## config.mk

```make
export PLATFORM = sky130hd
export DESIGN_NAME = mult_share_ctrl_flat
export DESIGN_NICKNAME = d
export VERILOG_FILES = /design/src/rtl/mult_share_if.sv /design/src/rtl/mult_share_ctrl.sv /design/src/flat_wrapper.sv
export SDC_FILE = /design/constraint.sdc
export NUM_CORES = 1
export LEC_CHECK = 0
export CAP_MARGIN = 25
export CORE_ASPECT_RATIO = 1.5
export CORE_UTILIZATION = 40
export CTS_CLUSTER_DIAMETER = 200
export DETAILED_ROUTE_END_ITERATION = 7
export GPL_ROUTABILITY_DRIVEN = 0
export PLACE_DENSITY_LB_ADDON = 0.25
export SLEW_MARGIN = 20
export SYNTH_ARGS = -nofsm -noshare
export SYNTH_HDL_FRONTEND = slang
export SYNTH_SLANG_ARGS = --single-unit
```

## constraint.sdc

```tcl
create_clock -name clk -period 5.8 [get_ports clk]
set_clock_uncertainty 0.15 [all_clocks]
set_input_delay 0.87 -clock clk [delete_from_list [all_inputs] [get_ports clk]]
set_output_delay 0.87 -clock clk [all_outputs]
set_load 0.02 [all_outputs]
```

## src/rtl/mult_share_if.sv

```systemverilog
// Bundle of requester, response and multiplier signals around the shared-multiplier scheduler.
// master is the scheduler's view; slave is the surrounding environment's view.
interface mult_share_if #(
  parameter int N_REQ = 4,
  parameter int WIDTH = 16
);
  localparam int IDW = $clog2(N_REQ);

  logic [N_REQ-1:0]       req_valid;
  logic [N_REQ-1:0]       req_ready;
  logic [N_REQ*WIDTH-1:0] req_mc;
  logic [N_REQ*WIDTH-1:0] req_mp;
  logic                   rsp_valid;
  logic                   rsp_ready;
  logic [IDW-1:0]         rsp_id;
  logic [2*WIDTH-1:0]     rsp_prod;
  logic                   rsp_err;
  logic                   mult_start;
  logic [WIDTH-1:0]       mult_mc;
  logic [WIDTH-1:0]       mult_mp;
  logic                   mult_busy;
  logic [2*WIDTH-1:0]     mult_prod;

  modport master (
    input  req_valid, req_mc, req_mp, rsp_ready, mult_busy, mult_prod,
    output req_ready, rsp_valid, rsp_id, rsp_prod, rsp_err, mult_start, mult_mc, mult_mp
  );

  modport slave (
    output req_valid, req_mc, req_mp, rsp_ready, mult_busy, mult_prod,
    input  req_ready, rsp_valid, rsp_id, rsp_prod, rsp_err, mult_start, mult_mc, mult_mp
  );
endinterface

```

## src/rtl/mult_share_ctrl.sv

```systemverilog
// Round-robin scheduler sharing one sequential multiplier between N_REQ requesters,
// with a watchdog that turns a stuck multiplier into an error response.
module mult_share_ctrl #(
  parameter int N_REQ   = 4,
  parameter int WIDTH   = 16,
  parameter int TIMEOUT = 40
) (
  input  logic        clk,
  input  logic        rst,
  mult_share_if.master bus
);
  localparam int IDW = $clog2(N_REQ);
  localparam int WDW = $clog2(TIMEOUT + 1);

  typedef enum logic [2:0] {IDLE, LAUNCH, WAIT_BUSY, RUN, DONE} state_t;

  state_t           state, state_nxt;
  logic [IDW-1:0]   rr_ptr, grant_id;
  logic             grant_any;
  logic [WDW-1:0]   wdog;
  logic             wdog_last, capture, timeout;
  logic [N_REQ-1:0] ready;
  int               cand;
  logic [WIDTH-1:0] mc_arr [N_REQ];
  logic [WIDTH-1:0] mp_arr [N_REQ];

  for (genvar gi = 0; gi < N_REQ; gi++) begin : g_unpack
    assign mc_arr[gi] = bus.req_mc[gi*WIDTH +: WIDTH];
    assign mp_arr[gi] = bus.req_mp[gi*WIDTH +: WIDTH];
  end

  // First valid requester at or after rr_ptr, wrapping modulo N_REQ.
  always_comb begin
    grant_any = 1'b0;
    grant_id  = '0;
    cand      = 0;
    for (int k = 0; k < N_REQ; k++) begin
      cand = int'(rr_ptr) + k;
      if (cand >= N_REQ) cand = cand - N_REQ;
      if (!grant_any && bus.req_valid[IDW'(cand)]) begin
        grant_any = 1'b1;
        grant_id  = IDW'(cand);
      end
    end
  end

  // Grant is visible only in IDLE and suppressed while reset is held.
  always_comb begin
    ready = '0;
    if (state == IDLE && grant_any && !rst) ready[grant_id] = 1'b1;
  end
  assign bus.req_ready = ready;

  assign wdog_last = (wdog == WDW'(TIMEOUT - 1));

  always_ff @(posedge clk or posedge rst) begin
    if (rst) state <= IDLE;
    else     state <= state_nxt;
  end

  always_comb begin
    state_nxt      = state;
    capture        = 1'b0;
    timeout        = 1'b0;
    bus.mult_start = 1'b0;
    bus.rsp_valid  = 1'b0;
    case (state)
      IDLE:      if (grant_any) state_nxt = LAUNCH;
      LAUNCH: begin
        bus.mult_start = 1'b1;
        state_nxt      = WAIT_BUSY;
      end
      WAIT_BUSY: begin
        if (bus.mult_busy) state_nxt = RUN;
        else if (wdog_last) begin
          timeout   = 1'b1;
          state_nxt = DONE;
        end
      end
      RUN: begin
        if (!bus.mult_busy) begin
          capture   = 1'b1;
          state_nxt = DONE;
        end else if (wdog_last) begin
          timeout   = 1'b1;
          state_nxt = DONE;
        end
      end
      DONE: begin
        bus.rsp_valid = 1'b1;
        if (bus.rsp_ready) state_nxt = IDLE;
      end
      default: state_nxt = IDLE;
    endcase
  end

  always_ff @(posedge clk or posedge rst) begin
    if (rst) begin
      rr_ptr       <= '0;
      bus.mult_mc  <= '0;
      bus.mult_mp  <= '0;
      bus.rsp_id   <= '0;
      bus.rsp_prod <= '0;
      bus.rsp_err  <= 1'b0;
      wdog         <= '0;
    end else begin
      if (state == IDLE && grant_any) begin
        bus.mult_mc <= mc_arr[grant_id];
        bus.mult_mp <= mp_arr[grant_id];
        bus.rsp_id  <= grant_id;
        rr_ptr      <= (int'(grant_id) == N_REQ - 1) ? '0 : grant_id + 1'b1;
      end
      if (state == LAUNCH) wdog <= '0;
      else if (state == WAIT_BUSY || state == RUN) wdog <= wdog + 1'b1;
      if (capture) begin
        bus.rsp_prod <= bus.mult_prod;
        bus.rsp_err  <= 1'b0;
      end else if (timeout) begin
        bus.rsp_prod <= '0;
        bus.rsp_err  <= 1'b1;
      end
    end
  end
endmodule
```

## src/flat_wrapper.sv

```systemverilog
// flat-port wrapper written by rule: the top's interface ports become plain ports
module mult_share_ctrl_flat 
#(
  parameter int N_REQ   = 4,
  parameter int WIDTH   = 16,
  parameter int TIMEOUT = 40
)
  (clk, rst, bus_req_valid, bus_req_mc, bus_req_mp, bus_rsp_ready, bus_mult_busy, bus_mult_prod, bus_req_ready, bus_rsp_valid, bus_rsp_id, bus_rsp_prod, bus_rsp_err, bus_mult_start, bus_mult_mc, bus_mult_mp);
  mult_share_if #(.N_REQ(N_REQ), .WIDTH(WIDTH)) bus_i ();
  input  logic clk;
  input  logic rst;
  input wire logic [$bits(bus_i.req_valid)-1:0] bus_req_valid;
  input wire logic [$bits(bus_i.req_mc)-1:0] bus_req_mc;
  input wire logic [$bits(bus_i.req_mp)-1:0] bus_req_mp;
  input wire logic [$bits(bus_i.rsp_ready)-1:0] bus_rsp_ready;
  input wire logic [$bits(bus_i.mult_busy)-1:0] bus_mult_busy;
  input wire logic [$bits(bus_i.mult_prod)-1:0] bus_mult_prod;
  output wire logic [$bits(bus_i.req_ready)-1:0] bus_req_ready;
  output wire logic [$bits(bus_i.rsp_valid)-1:0] bus_rsp_valid;
  output wire logic [$bits(bus_i.rsp_id)-1:0] bus_rsp_id;
  output wire logic [$bits(bus_i.rsp_prod)-1:0] bus_rsp_prod;
  output wire logic [$bits(bus_i.rsp_err)-1:0] bus_rsp_err;
  output wire logic [$bits(bus_i.mult_start)-1:0] bus_mult_start;
  output wire logic [$bits(bus_i.mult_mc)-1:0] bus_mult_mc;
  output wire logic [$bits(bus_i.mult_mp)-1:0] bus_mult_mp;
  assign bus_i.req_valid = bus_req_valid;
  assign bus_i.req_mc = bus_req_mc;
  assign bus_i.req_mp = bus_req_mp;
  assign bus_i.rsp_ready = bus_rsp_ready;
  assign bus_i.mult_busy = bus_mult_busy;
  assign bus_i.mult_prod = bus_mult_prod;
  assign bus_req_ready = bus_i.req_ready;
  assign bus_rsp_valid = bus_i.rsp_valid;
  assign bus_rsp_id = bus_i.rsp_id;
  assign bus_rsp_prod = bus_i.rsp_prod;
  assign bus_rsp_err = bus_i.rsp_err;
  assign bus_mult_start = bus_i.mult_start;
  assign bus_mult_mc = bus_i.mult_mc;
  assign bus_mult_mp = bus_i.mult_mp;
  mult_share_ctrl #(.N_REQ(N_REQ), .WIDTH(WIDTH), .TIMEOUT(TIMEOUT)) u_core (.clk(clk), .rst(rst), .bus(bus_i));
endmodule
```

==> impl_metrics.py, run 1 <==
metrics = {
    "yosys": {
        "synth_area_per_cell_sq_um": 11.6,
        "ys_seq_elements": 78,
        "ys.flop_type": "dfrtp_1",
        "synth_edf_count": 0,
        "netlist_area_sq_um": 3910,
        "netlist_instances": 337,
        "synth_top_cell_by_area": "dfrtp_1",
        "async_flop_share": 1.00,
        "synthDominantCellAreaShare": 0.499,
        "synth_seq_area_share": 0.499,
        "synth_nets": 510,
        "ys_types": 35,
        "yosysWarnings": 0,
        "synthTopCellsByArea": "dfrtp_1 50%, mux2i_1 17%, a22o_1 7.4%, o221ai_1 7.2%, nand2_1 3.9%",
    },
    "timing": {
        "worstMarginPinSlew_ps": 1040,
        "setup_viol": 0,
        "slew_headroom": 0.309,
        "fin_tns_setup_ps": 0,
        "slew_violations": 0,
        "rsz0062_at_grt": "false",
        "finalHoldViolCount": 0,
        "fin_crit_ps": 4360,
        "fmax_ghz": 0.229,
        "timing.final.crit_share": 0.752,
    },
    "power": {
        "intPower_mw": 2.06,
        "power.density_nw_per_um2": 497,
        "pwr-share-seq": 0.289,
        "peakVddDrop_uv": 311,
        "switching_share": 0.379,
        "p_leak_nw": 2.99,
        "p_comb_frac": 0.531,
        "p_clk_frac": 0.179,
        "switchingPower_mw": 1.26,
    },
    "critical_path": {
        "path_max_fanout": 40,
        "required_ps": 4780,
        "cp-end-kind": "primary output",
        "cp_cell_sequence": "clkdlybuf4s50_1 > or4_4 > nand2_2 > nor3b_1 > clkdlybuf4s50_1",
        "path_class": "in -> out",
        "critPathLaunchType": "input port",
        "slowest_stage": "or4_4",
        "max_stage_delay_ps": 610,
        "crit_path_frequent_cell": "clkdlybuf4s50_1",
        "crit_arrival_ps": 3340,
    },
    "finish": {
        "fillers": 736,
        "final_util": 0.713,
        "drive_gt1_frac": 0.0524,
        "nets": 741,
        "antennaDiodeCount": 0,
        "syn_to_final_growth_pct": 70.6,
        "final_common_cell": "clkdlybuf4s50_1",
        "fin_cells": 685,
        "final_cell_mix": "240 x clkdlybuf4s50_1, 78 x dfrtp_1, 66 x mux2i_1, 40 x nand2_1, 33 x a22o_1",
    },
    "global_routing": {
        "grt_use_total": 0.245,
        "first_global_vias": 3735,
        "grt_pass1_wl_microns": 18500,
        "grt_overflow": 0,
        "grt_max_degree": 65,
        "antenna_found_initial": 0,
    },
    "worst_hold_path": {
        "hold_class": "reg -> reg",
    },
    "floorplanning": {
        "ios": 241,
        "die_x_microns": 82.7,
        "rows": 43,
        "fp.coreArea_sq_um": 9360,
        "start_util": 0.418,
        "dieArea_sq_um": 10200,
        "fp.dieH_microns": 123,
    },
    "clock_tree": {
        "post_cts_resized": 0,
        "htreeDepth": 3,
        "root_buffer": "clkbuf_16",
        "path_clk_slew_ps": 50,
        "cts_hold_buf": 0,
        "cts_buffers": 9,
        "clock-sinks": 78,
        "clock_latency_ps": 330,
        "cts_buffer_depth": 2,
        "cts_setup_buffers": 0,
        "cts_tree": "done",
    },
    "placement": {
        "dp_cells": 669,
        "hpwl_microns": 9550,
        "port_buffers": 240,
    },
    "drt": {
        "viasPerCell": 5.39,
        "drt-initial-drc-count": 138,
        "drc": 0,
        "postRouteAntennaNets": 0,
        "routedWlPerCell_microns": 18.5,
        "firstDrtPassIters": 4,
        "dr_total_vias": 3690,
        "drt-total-wl_microns": 12700,
    },
    "job": {
        "drv_cap": 0,
    },
    "run_status": {
        "status": "finished, final reports clean",
    },
}
-- power by group through the flow --
stage	combinational [mW]	sequential [mW]	clock [mW]
after floorplan	0.794	1.20	0
final	1.76	0.960	0.595
after CTS	1.78	0.958	0.606
after global routing	1.89	0.993	0.633
after global placement	1.72	0.959	0
after detailed placement	1.78	0.960	0
-- layer usage --
layer	GRT usage	part of all wire
met5	0	0
met4	0.0894	0.020
met3	0.0841	0.12
met2	0.430	0.50
met1	0.267	0.36
-- worst max-delay path, delay by kind of cell --
kind / cells / cell delay [ps]
buffers and inverters: 2 / 1120
AND/OR/NAND/NOR: 3 / 1320
-- flip-flops by register name, summed over array words and instances, names as in the netlist --
| name | cells |
|---|---|
| u_core.bus.mult_mc | 16 |
| u_core.bus.mult_mp | 16 |
| u_core.bus.rsp_err | 1 |
| u_core.bus.rsp_id | 2 |
| u_core.bus.rsp_prod | 32 |
| u_core.rr_ptr | 2 |
| u_core.state | 3 |
| u_core.wdog | 6 |
-- cell type report --
class	instances	area (sq um)	area share
multi-input combinational	224	1780	0.266
clock buffer	12	246	0.0369
timing repair buffer	245	2450	0.367
tap	112	140	0.0210
sequential	78	1950	0.293
inverter	10	38.8	0.00581
clock inverter	4	70.1	0.0105
-- cell usage after synthesis, types with 2 or more instances --
cell,n
o21ai_0,7
ha_1,5
nand2_1,41
buf_4,5
nor3b_1,4
nand3_1,4
o221ai_1,32
nor2_1,4
buf_2,11
mux2i_1,66
nor3_1,2
buf_6,5
nor2b_1,3
a21oi_1,7
clkbuf_1,4
inv_1,9
dfrtp_1,78
a22o_1,33
-- worst paths after layout --
path	startpoint	end	slack, ps	depth (start not counted)
min in group asynchronous	rst	u_core.bus.mult_mc[15]	790	2
max in group asynchronous	rst	u_core.bus.rsp_prod[29]	3650	3
worst min-delay path	u_core.bus.rsp_id[1]	u_core.bus.rsp_id[1]	330	2
worst min register to register	u_core.bus.rsp_id[1]	u_core.bus.rsp_id[1]	330	2
worst max-delay path	bus_req_valid[1]	bus_req_ready[3]	1440	5
worst max register to register	u_core.state[2]	u_core.bus.mult_mc[1]	3080	5
-- kinds of logic after synthesis --
kind of cell | Yosys count | share of synthesized area
AO/OA/AOI/OAI | 85 | 0.177
adder cells (fa/ha/maj) | 5 | 0.0160
buffers and inverters | 35 | 0.0515
flip-flops | 78 | 0.499
multiplexers | 67 | 0.172
AND/OR/NAND/NOR | 67 | 0.0845
-- stage by stage --
step / setup WS, ps / hold WS, ps / instance area (sq um) / power (mW)
finish: 1440 / 327 / 6670 / 3.32
global route: 1300 / 359 / 6670 / 3.51
CTS: 1450 / 326 / 6670 / 3.35
detailed placement: 1440 / 313 / 6350 / 2.74
global placement: 1500 / 312 / 6340 / 2.68
floorplan: 2450 / 308 / 3910 / 2.00
No activity file was read; power rests on OpenSTA's default activity.
==> inputs of run 2 (changes only) <==
- CORE_UTILIZATION: 40 -> 34
- clock period: 5.8 -> 3.7 ns (I/O delays scaled with it)
==> run 2 against run 1 <==
  * Sequential share of layout area down 0.48 points
  * Core utilization fell by 10 points
  * Design area grew 1.7%
  * First-iteration DRC count fell by 18%
  * Sequential power up 56%
  * Clock power increased by 60%
  * Die area rose by 17%
  * Wire length up 3.5%
  * Power grew 59%
  * Global-route usage decreased by 2.0 points
  * Cell count up 5.5%
  * Critical path type unchanged
  * Highest routed layer unchanged
==> impl_metrics.py, run 2 (same netlist as run 1, synthesis figures left out) <==
metrics = {
    "run_status": {
        "status": "finished, final reports clean",
    },
    "finish": {
        "largest_register": "u_core.bus.rsp_prod",
        "drive_gt1_frac": 0.0608,
        "fillers": 906,
        "largest_registers": "u_core.bus.rsp_prod (32), u_core.bus.mult_mc (16), u_core.bus.mult_mp (16)",
        "antennaDiodeCount": 0,
        "largest_register_ffs": 32,
        "final_util": 0.610,
        "final_common_cell": "clkdlybuf4s50_1",
        "multi_input_area_sq_um": 1780,
        "final_cell_mix": "240 x clkdlybuf4s50_1, 78 x dfrtp_1, 66 x mux2i_1, 40 x nand2_1, 33 x a22o_1",
        "syn_to_final_growth_pct": 73.4,
        "nets": 744,
        "area.sequential_sq_um": 1950,
    },
    "timing": {
        "rsz0062_at_grt": "false",
        "slew_violations": 0,
        "fin_tns_setup_ps": 0,
        "setup_viol": 0,
        "fmax_ghz": 0.287,
        "timing.final.crit_share": 0.943,
        "finalHoldViolCount": 0,
        "hold_ws_ps": 328,
        "slew_headroom": 0.453,
        "fin_crit_ps": 3490,
        "worstMarginPinSlew_ps": 820,
    },
    "global_routing": {
        "grt_max_degree": 65,
        "grt_overflow": 0,
        "grt_use_total": 0.225,
        "first_global_vias": 3957,
        "grt_pass1_wl_microns": 20200,
        "antenna_found_initial": 1,
    },
    "clock_tree": {
        "clock_latency_ps": 340,
        "path_clk_slew_ps": 60,
        "cts_buffers": 9,
        "post_cts_resized": 0,
        "clock-sinks": 78,
        "cts_tree": "done",
        "htreeDepth": 3,
        "cts_setup_buffers": 0,
        "cts_buffer_depth": 2,
        "root_buffer": "clkbuf_16",
        "cts_hold_buf": 0,
    },
    "floorplanning": {
        "dieArea_sq_um": 11900,
        "fp.dieH_microns": 133,
        "fp.coreArea_sq_um": 11100,
        "ios": 241,
        "die_x_microns": 89.6,
        "start_util": 0.352,
        "rows": 47,
    },
    "critical_path": {
        "crit_arrival_ps": 2780,
        "cp-end-kind": "primary output",
        "required_ps": 2990,
        "path_class": "in -> out",
        "path_max_fanout": 4,
        "reg2reg_depth": 6,
        "critPathLaunchType": "input port",
    },
    "drt": {
        "drt-initial-drc-count": 113,
        "drc": 0,
        "dr_total_vias": 3682,
        "viasPerCell": 5.09,
        "routedWlPerCell_microns": 18.1,
        "postRouteAntennaNets": 0,
        "firstDrtPassIters": 6,
        "drt-total-wl_microns": 13100,
    },
    "placement": {
        "hpwl_microns": 9880,
        "port_buffers": 240,
    },
    "worst_hold_path": {
        "hold_class": "reg -> reg",
        "min_path_cells": 2,
    },
    "power": {
        "peakVddDrop_uv": 464,
        "power.density_nw_per_um2": 779,
        "p_leak_nw": 3.02,
    },
    "job": {
        "drv_cap": 0,
    },
}
==> run 2: power by group <==
part	internal, mW	switching (mW)	total, mW
combinational	1.40	1.43	2.83
clock	0.592	0.358	0.950
sequential	1.25	0.250	1.50
==> run 2: per-stage QoR <==
stage,instances,worst slack [ps],total power [mW],instance area (sq um)
final,723,212,5.29,6780
after global routing,723,81.5,5.62,6780
after CTS,722,201,5.32,6750
after detailed placement,706,222,4.35,6430
after global placement,706,256,4.27,6430
after floorplan,337,984,3.13,3910
==> run 2: final timing paths <==
kind | from | end | slack (ps)
max | bus_req_valid[0] | bus_req_ready[3] | 210
min | u_core.bus.rsp_id[1] | u_core.bus.rsp_id[1] | 330
max reg2reg | u_core.rr_ptr[0] | u_core.bus.mult_mc[4] | 1320
min reg2reg | u_core.bus.rsp_id[1] | u_core.bus.rsp_id[1] | 330
max in group asynchronous | rst | u_core.state[2] | 2100
min in group asynchronous | rst | u_core.bus.rsp_id[0] | 630
==> run 2: layer usage <==
metal,track usage,vias to the layer above,part of all wire
met1,0.235,1746,0.36
met5,0,-,0
met4,0.0697,0,0.015
met3,0.0799,17,0.11
li1,-,1744,-
met2,0.407,175,0.52
==> run 2: final cells by class <==
cell class / instances / share of cell area
Multi-Input combinational cell: 224 / 0.262
Inverter: 10 / 0.00572
Clock buffer: 9 / 0.0332
Sequential cell: 78 / 0.288
Timing Repair Buffer: 248 / 0.370
Clock inverter: 7 / 0.0146
Tap cell: 147 / 0.0271
==> run 2: critical path, cell delays in order <==
cell and delay, ps:
clkdlybuf4s50_1 470, nor2b_1 180, nor3_1 320, o22ai_4 160, inv_2 110, ha_1 150
nor3b_1 200, clkdlybuf4s50_1 650
